## src/rtl/demux32_1_2_buf_pkg.sv

```systemverilog
// demux32_1_2_buf_pkg
// Shared constants for the 1:2 word router and the 2:1 datapath selector
// users: data/counter widths and the select-bit encoding.
//   W      : data word width in bits
//   CNT_W  : width of each per-output delivered-word counter
//   SEL_A  : select value steering a word to output A
//   SEL_B  : select value steering a word to output B
package demux32_1_2_buf_pkg;

  localparam int W     = 32;
  localparam int CNT_W = 16;

  localparam logic SEL_A = 1'b0;
  localparam logic SEL_B = 1'b1;

  // A one-entry slot can take a new word when it is empty, or when its
  // current word leaves on the same edge.
  function automatic logic slot_can_load(input logic valid, input logic ready);
    return !valid || ready;
  endfunction

endpackage

```

## src/rtl/demux32_1_2_buf_out_slot.sv

```systemverilog
// demux32_1_2_buf_out_slot
// One-entry holding register with a valid/ready output side, a load strobe
// on the input side and a counter of delivered words.
// Ports:
//   clk, rst   : rising-edge clock, asynchronous active-high reset
//   load       : write load_data into the slot this edge (caller only
//                asserts it when free=1)
//   load_data  : word to store
//   free       : slot can take a word this cycle (empty or draining)
//   valid      : slot holds a word
//   ready      : consumer takes the held word this cycle
//   data       : held word (keeps last value after draining)
//   count      : words delivered (valid & ready edges), wraps silently
//
// Handshake: a word transfers on every rising edge where valid=1 and
// ready=1; while valid=1 and ready=0 both valid and data hold steady.
module demux32_1_2_buf_out_slot
  import demux32_1_2_buf_pkg::*;
#(
  parameter int DW = demux32_1_2_buf_pkg::W,
  parameter int CW = demux32_1_2_buf_pkg::CNT_W
) (
  input  logic          clk,
  input  logic          rst,
  input  logic          load,
  input  logic [DW-1:0] load_data,
  output logic          free,
  output logic          valid,
  input  logic          ready,
  output logic [DW-1:0] data,
  output logic [CW-1:0] count
);

  logic deliver;

  assign deliver = valid & ready;
  assign free    = slot_can_load(valid, ready);

  // A load on the same edge as a delivery replaces the word and keeps the
  // slot full, which gives one word per cycle of throughput.
  always_ff @(posedge clk or posedge rst) begin
    if (rst) begin
      valid <= 1'b0;
      data  <= '0;
    end else if (load) begin
      valid <= 1'b1;
      data  <= load_data;
    end else if (deliver) begin
      valid <= 1'b0;
    end
  end

  always_ff @(posedge clk or posedge rst) begin
    if (rst) begin
      count <= '0;
    end else if (deliver) begin
      count <= count + CW'(1);
    end
  end

endmodule

```

## src/rtl/demux32_1_2_buf.sv

```systemverilog
// demux32_1_2_buf
// Registered 1-to-2 router: one valid/ready input stream is steered by a
// per-word select bit into one of two one-entry output slots (A or B).
// Ports:
//   clk, rst            : rising-edge clock, asynchronous active-high reset
//   in_valid/in_ready   : input handshake; in_ready is combinational from
//                         in_sel and the selected slot, never from in_valid
//   in_data, in_sel     : word and destination (SEL_A / SEL_B)
//   a_valid/a_ready/a_data, b_valid/b_ready/b_data : output handshakes
//   a_count, b_count    : delivered-word counters per output
//
// Handshake: every stream transfers on a rising edge where valid=1 and
// ready=1. The producer keeps in_sel/in_data stable while in_valid=1 and
// in_ready=0. A stalled output never blocks words steered to the other one,
// so words to different outputs may leave out of input order.
module demux32_1_2_buf
  import demux32_1_2_buf_pkg::*;
#(
  parameter int W     = demux32_1_2_buf_pkg::W,
  parameter int CNT_W = demux32_1_2_buf_pkg::CNT_W
) (
  input  logic             clk,
  input  logic             rst,
  input  logic             in_valid,
  output logic             in_ready,
  input  logic [W-1:0]     in_data,
  input  logic             in_sel,
  output logic             a_valid,
  input  logic             a_ready,
  output logic [W-1:0]     a_data,
  output logic             b_valid,
  input  logic             b_ready,
  output logic [W-1:0]     b_data,
  output logic [CNT_W-1:0] a_count,
  output logic [CNT_W-1:0] b_count
);

  logic a_free;
  logic b_free;
  logic accept;
  logic load_a;
  logic load_b;

  // Readiness only looks at the selected slot, so a full, stalled slot on
  // the other side has no influence.
  assign in_ready = (in_sel == SEL_B) ? b_free : a_free;
  assign accept   = in_valid & in_ready;
  assign load_a   = accept & (in_sel == SEL_A);
  assign load_b   = accept & (in_sel == SEL_B);

  demux32_1_2_buf_out_slot #(
    .DW (W),
    .CW (CNT_W)
  ) u_slot_a (
    .clk       (clk),
    .rst       (rst),
    .load      (load_a),
    .load_data (in_data),
    .free      (a_free),
    .valid     (a_valid),
    .ready     (a_ready),
    .data      (a_data),
    .count     (a_count)
  );

  demux32_1_2_buf_out_slot #(
    .DW (W),
    .CW (CNT_W)
  ) u_slot_b (
    .clk       (clk),
    .rst       (rst),
    .load      (load_b),
    .load_data (in_data),
    .free      (b_free),
    .valid     (b_valid),
    .ready     (b_ready),
    .data      (b_data),
    .count     (b_count)
  );

endmodule

```

## config.mk

```make
export PLATFORM = sky130hd
export DESIGN_NAME = demux32_1_2_buf
export DESIGN_NICKNAME = d
export VERILOG_FILES = /design/src/rtl/demux32_1_2_buf_pkg.sv /design/src/rtl/demux32_1_2_buf_out_slot.sv /design/src/rtl/demux32_1_2_buf.sv
export SDC_FILE = /design/constraint.sdc
export NUM_CORES = 1
export LEC_CHECK = 0
export CAP_MARGIN = 10
export CORE_ASPECT_RATIO = 1.2
export CORE_MARGIN = 4
export CORE_UTILIZATION = 49
export DETAILED_ROUTE_END_ITERATION = 6
export PLACE_DENSITY = 0.9
export SYNTH_ARGS = -nofsm -noshare
export SYNTH_HDL_FRONTEND = slang
export SYNTH_SLANG_ARGS = --single-unit
```

## constraint.sdc

```tcl
create_clock -name clk -period 6.74 [get_ports clk]
set_input_delay 1.348 -clock clk [delete_from_list [all_inputs] [get_ports clk]]
set_output_delay 1.348 -clock clk [all_outputs]
set_load 0.05 [all_outputs]
```

# Yosys cells after proc, flatten, opt, wreduce, memory -nomap -nowiden
# Cells that the tools add are included.
# W data, S select, Z words.
# word_totals
register_bits	98
word_cells	25
out_inout_bits	99
# classes
mux	5
bitwise_logic	6
n_reduce_logical	6
addsub	2
# ops
cell	count
$add A16 B1 Y16 const B	2
$and A1 B1 Y1	5
$mux W1	5
$reduce_bool A2 Y1	2
$logic_not A1 Y1	2
$logic_or A1 B1 Y1	2
$not A1 Y1	1

# Logic depth before layout (Yosys ltp)
# logic_depth
depth_word	6
depth_mapped	6

# By module
# From an unflattened synthesis, not the netlist that was laid out.
# unflattened
hier_cells	265
area_unflattened_um2	3893.7
# by_module_without_submodules
mod	cells_each	seq_area_each_um2	area_per_inst_um2	n_inst
demux32_1_2_buf_out_slot	131	1226.2	1930.6	2
demux32_1_2_buf	3	0.0	32.5	1

# Least setup slack after synthesis
# OpenSTA, ideal clock, no wires.
# synth_timing
path_type	input to output
startpoint	in b_ready
endpoint	out in_ready
path_slack_ps	3497
stages	2
t_required_ps	5392
arrival_time_ps	1895
path_cell_list	nand2b_1 > mux2_2
# synth_between
elab_chain_len	2
# synth_rtl
item	line_no	text
start: declaration	demux32_1_2_buf.sv:32	input logic b_ready,
$logic_or A1 B1 Y1	demux32_1_2_buf_pkg.sv:19	return !valid || ready;
$mux W1	demux32_1_2_buf.sv:46	assign in_ready = (in_sel == SEL_B) ? b_free : a_free;
end: declaration	demux32_1_2_buf.sv:25	output logic in_ready,
# Every way passes these cells.

# Final worst setup path
# layout_timing
startpoint	in a_ready
endpoint	out in_ready
# layout_between
elab_chain_len	2
# layout_rtl
item	line_no	text
start: declaration	demux32_1_2_buf.sv:29	input logic a_ready,
$logic_or A1 B1 Y1	demux32_1_2_buf_pkg.sv:19	
$mux W1	demux32_1_2_buf.sv:46	
# Every way passes these cells.

==> flow_summary.yaml <==
clocking:
  cts_tree: "yes"
  cts_buffers: 9
  cts_setup_buffers: 0
  cts-htree-levels: 3
  insertion_delay_ps: 350
  cts_resized: 0
  path_clk_slew_ps: 90
  cts-root-buf: "clkbuf_8"
  ctsHoldBuffers: 0
  clock_tree.buffer_depth: 2
  cts.sinks: 98
synthesis:
  synth_cells: 263
  synth_cell_type_count: 24
  netlist_area_um2: 4030
  synth_most_common_cell: "dfrtp_1"
  ys_top_cells_by_count: "dfrtp_1 (98), mux2_2 (35), mux2_4 (29), xnor2_1 (20)"
  yosys-top-cells-area: "dfrtp_1 (61%), mux2_4 (11%), mux2_2 (9.8%)"
  synth_area_per_cell_um2: 15.3
  yosys_warnings: 0
  syn-num-nets: 303
  synth.top_cell.area_share_pct: 60.9
  ys_ff_latch: 98
  synth_edf_count: 0
  synth_ff_type: "dfrtp_1"
  yosysSeqAreaShare_pct: 60.9
  ys_async_sr_fraction_pct: 100
  yosys.area.top_type: "dfrtp_1"
worst_setup_path:
  critPathLaunchType: "input pin"
  worstSetupPathType: "input pin to output port"
  critical_path_required_ps: 5390
  end_kind: "output port"
  rr_worst_depth: 3
  worstPathMaxFanout: 4
  arrival_ps: 3030
detailed_routing:
  drc: 0
  antenna_left: 0
  drt_iter0_drc: 75
  avgViaCountPerCell: 5.03
  vias: 2509
  wl_um: 8750
  wl_per_cell_um: 17.5
  firstDrtPassIters: 4
grt:
  grt_use_total_pct: 19.2
  antenna_found_initial: 0
  grt_first_pass_wirelength_um: 14700
  grt.overflow.total: 0
  grt_pass1_vias: 2799
  grt_max_degree: 56
timing:
  final.period_utilization_pct: 64.9
  fin_skew_ps: 12.2
  max_clock_freq_ghz: 0.229
  finalHoldViolations: 0
  worst_pin_slew_ps: 1090
  maxSlewHeadroom_pct: 27.5
  finalHoldWorstSlack_ps: 480
  finalCriticalPeriod_ps: 4380
  finalSetupViolCount: 0
  fin_setup_tns_ps: 0
  slew_viol_final: 0
  rsz0062_at_grt: "false"
floorplanning:
  die_x_um: 90.8
  rows: 35
  die_y_um: 107
  start_util_pct: 51.4
  core_area_um2: 7840
  pin_count: 137
  dieArea_um2: 9740
placed_design:
  globalplace.congestion: 0.783
  post-dp-hpwl_um: 6380
  portBuffers: 136
layout:
  antenna_cells: 0
  area_growth_pct: 40.4
  drive_gt1_share_pct: 20.9
  num-nets-final: 443
power:
  p_per_area_nw_per_um2: 352
  p_leak_nw: 2.49
  ir_drop_mv: 0.217
status:
  status: "finished, final reports clean"
min_path:
  hold_path_class: "register to register"
  min_path_cells: 1
flow_run:
  drv_cap: 0
## worst paths after layout
kind | slack (ps) | from | to
worst max-delay path | 2360 | a_ready | in_ready
worst min-delay path | 480 | u_slot_a.count[15]$_DFFE_PP0P_ | u_slot_a.count[15]$_DFFE_PP0P_
worst max register to register | 4690 | u_slot_a.valid$_DFFE_PP0P_ | u_slot_a.data[14]$_DFFE_PP0P_
worst min register to register | 480 | u_slot_a.count[15]$_DFFE_PP0P_ | u_slot_a.count[15]$_DFFE_PP0P_
max in group asynchronous | 4230 | rst | u_slot_b.count[11]$_DFFE_PP0P_
min in group asynchronous | 1400 | rst | u_slot_a.data[2]$_DFFE_PP0P_
## layout make-up
class,count,area (µm²)
clock inverters,5,103
inverters,5,21.3
repair buffers,137,1370
well taps,92,115
multi-input cells,152,1460
clock buffers,10,138
fillers,525,2190
flip-flops and latches,98,2450
## registers in the layout (all words and copies together), names as in the netlist
register and count:
u_slot_b.data 32, u_slot_a.data 32, u_slot_b.count 16, u_slot_a.count 16, u_slot_a.valid 1, u_slot_b.valid 1
## power breakdown
part	switching (mW)	internal (mW)	leakage (nW)	total, mW
Clock	0.192	0.254	0.118	0.446
Combinational	0.488	0.290	1.17	0.779
Sequential	0.0772	0.689	1.21	0.766
Total	0.757	1.23	2.49	1.99
## worst max-delay path, cell delays in order
cell and delay, ps:
clkdlybuf4s50_1 530, nand2b_1 180, mux2_2 160, clkdlybuf4s50_1 810
## metal layers
layer	vias up	track usage (%)	share of wire, %
met5	-	0	0
met2	99	31.4	48
met3	11	8.04	8.6
met1	1217	23.3	41
met4	0	5.91	1.8
li1	1182	-	-
## cell families after synthesis
logic type               count (synthesis)  share of synthesized area [%]
buffers and inverters                   13                           3.20
flip-flops                              98                           60.9
adder cells (fa/ha/maj)                  2                          0.621
multiplexers                            67                           21.4
XOR/XNOR                                30                           6.52
AND/OR/NAND/NOR                         53                           7.33
## placed cells by master (no fill, tap or decap), types with 2 or more instances in the layout
cell type	n
dfrtp_1	98
nand4_1	3
and2_1	2
xor2_1	10
bufinv_16	3
clkdlybuf4s50_1	136
mux2_1	3
inv_1	4
nand3_1	13
nand2b_1	2
mux2_4	29
and3_1	3
xnor2_1	20
nor2_1	8
mux2_2	35
nand2_1	13
ha_1	2
and4_1	4
clkbuf_8	10
## per-stage QoR
| stage | instances | power [mW] | setup slack (ps) | area [µm²] | utilization, % |
|---|---|---|---|---|---|
| 2_1_floorplan | 263 | 1.28 | 2830 | 4030 | - |
| 3_3_place_gp | 484 | 1.54 | 2330 | 5410 | 69.1 |
| 3_5_place_dp | 484 | 1.56 | 2350 | 5410 | 69.1 |
| 4_1_cts | 499 | 2.02 | 2340 | 5650 | 72.1 |
| 5_1_grt | 499 | 2.08 | 2300 | 5650 | 72.1 |
| 6_report | 499 | 1.99 | 2360 | 5650 | 72.1 |
(Power assumes the default switching activity.)
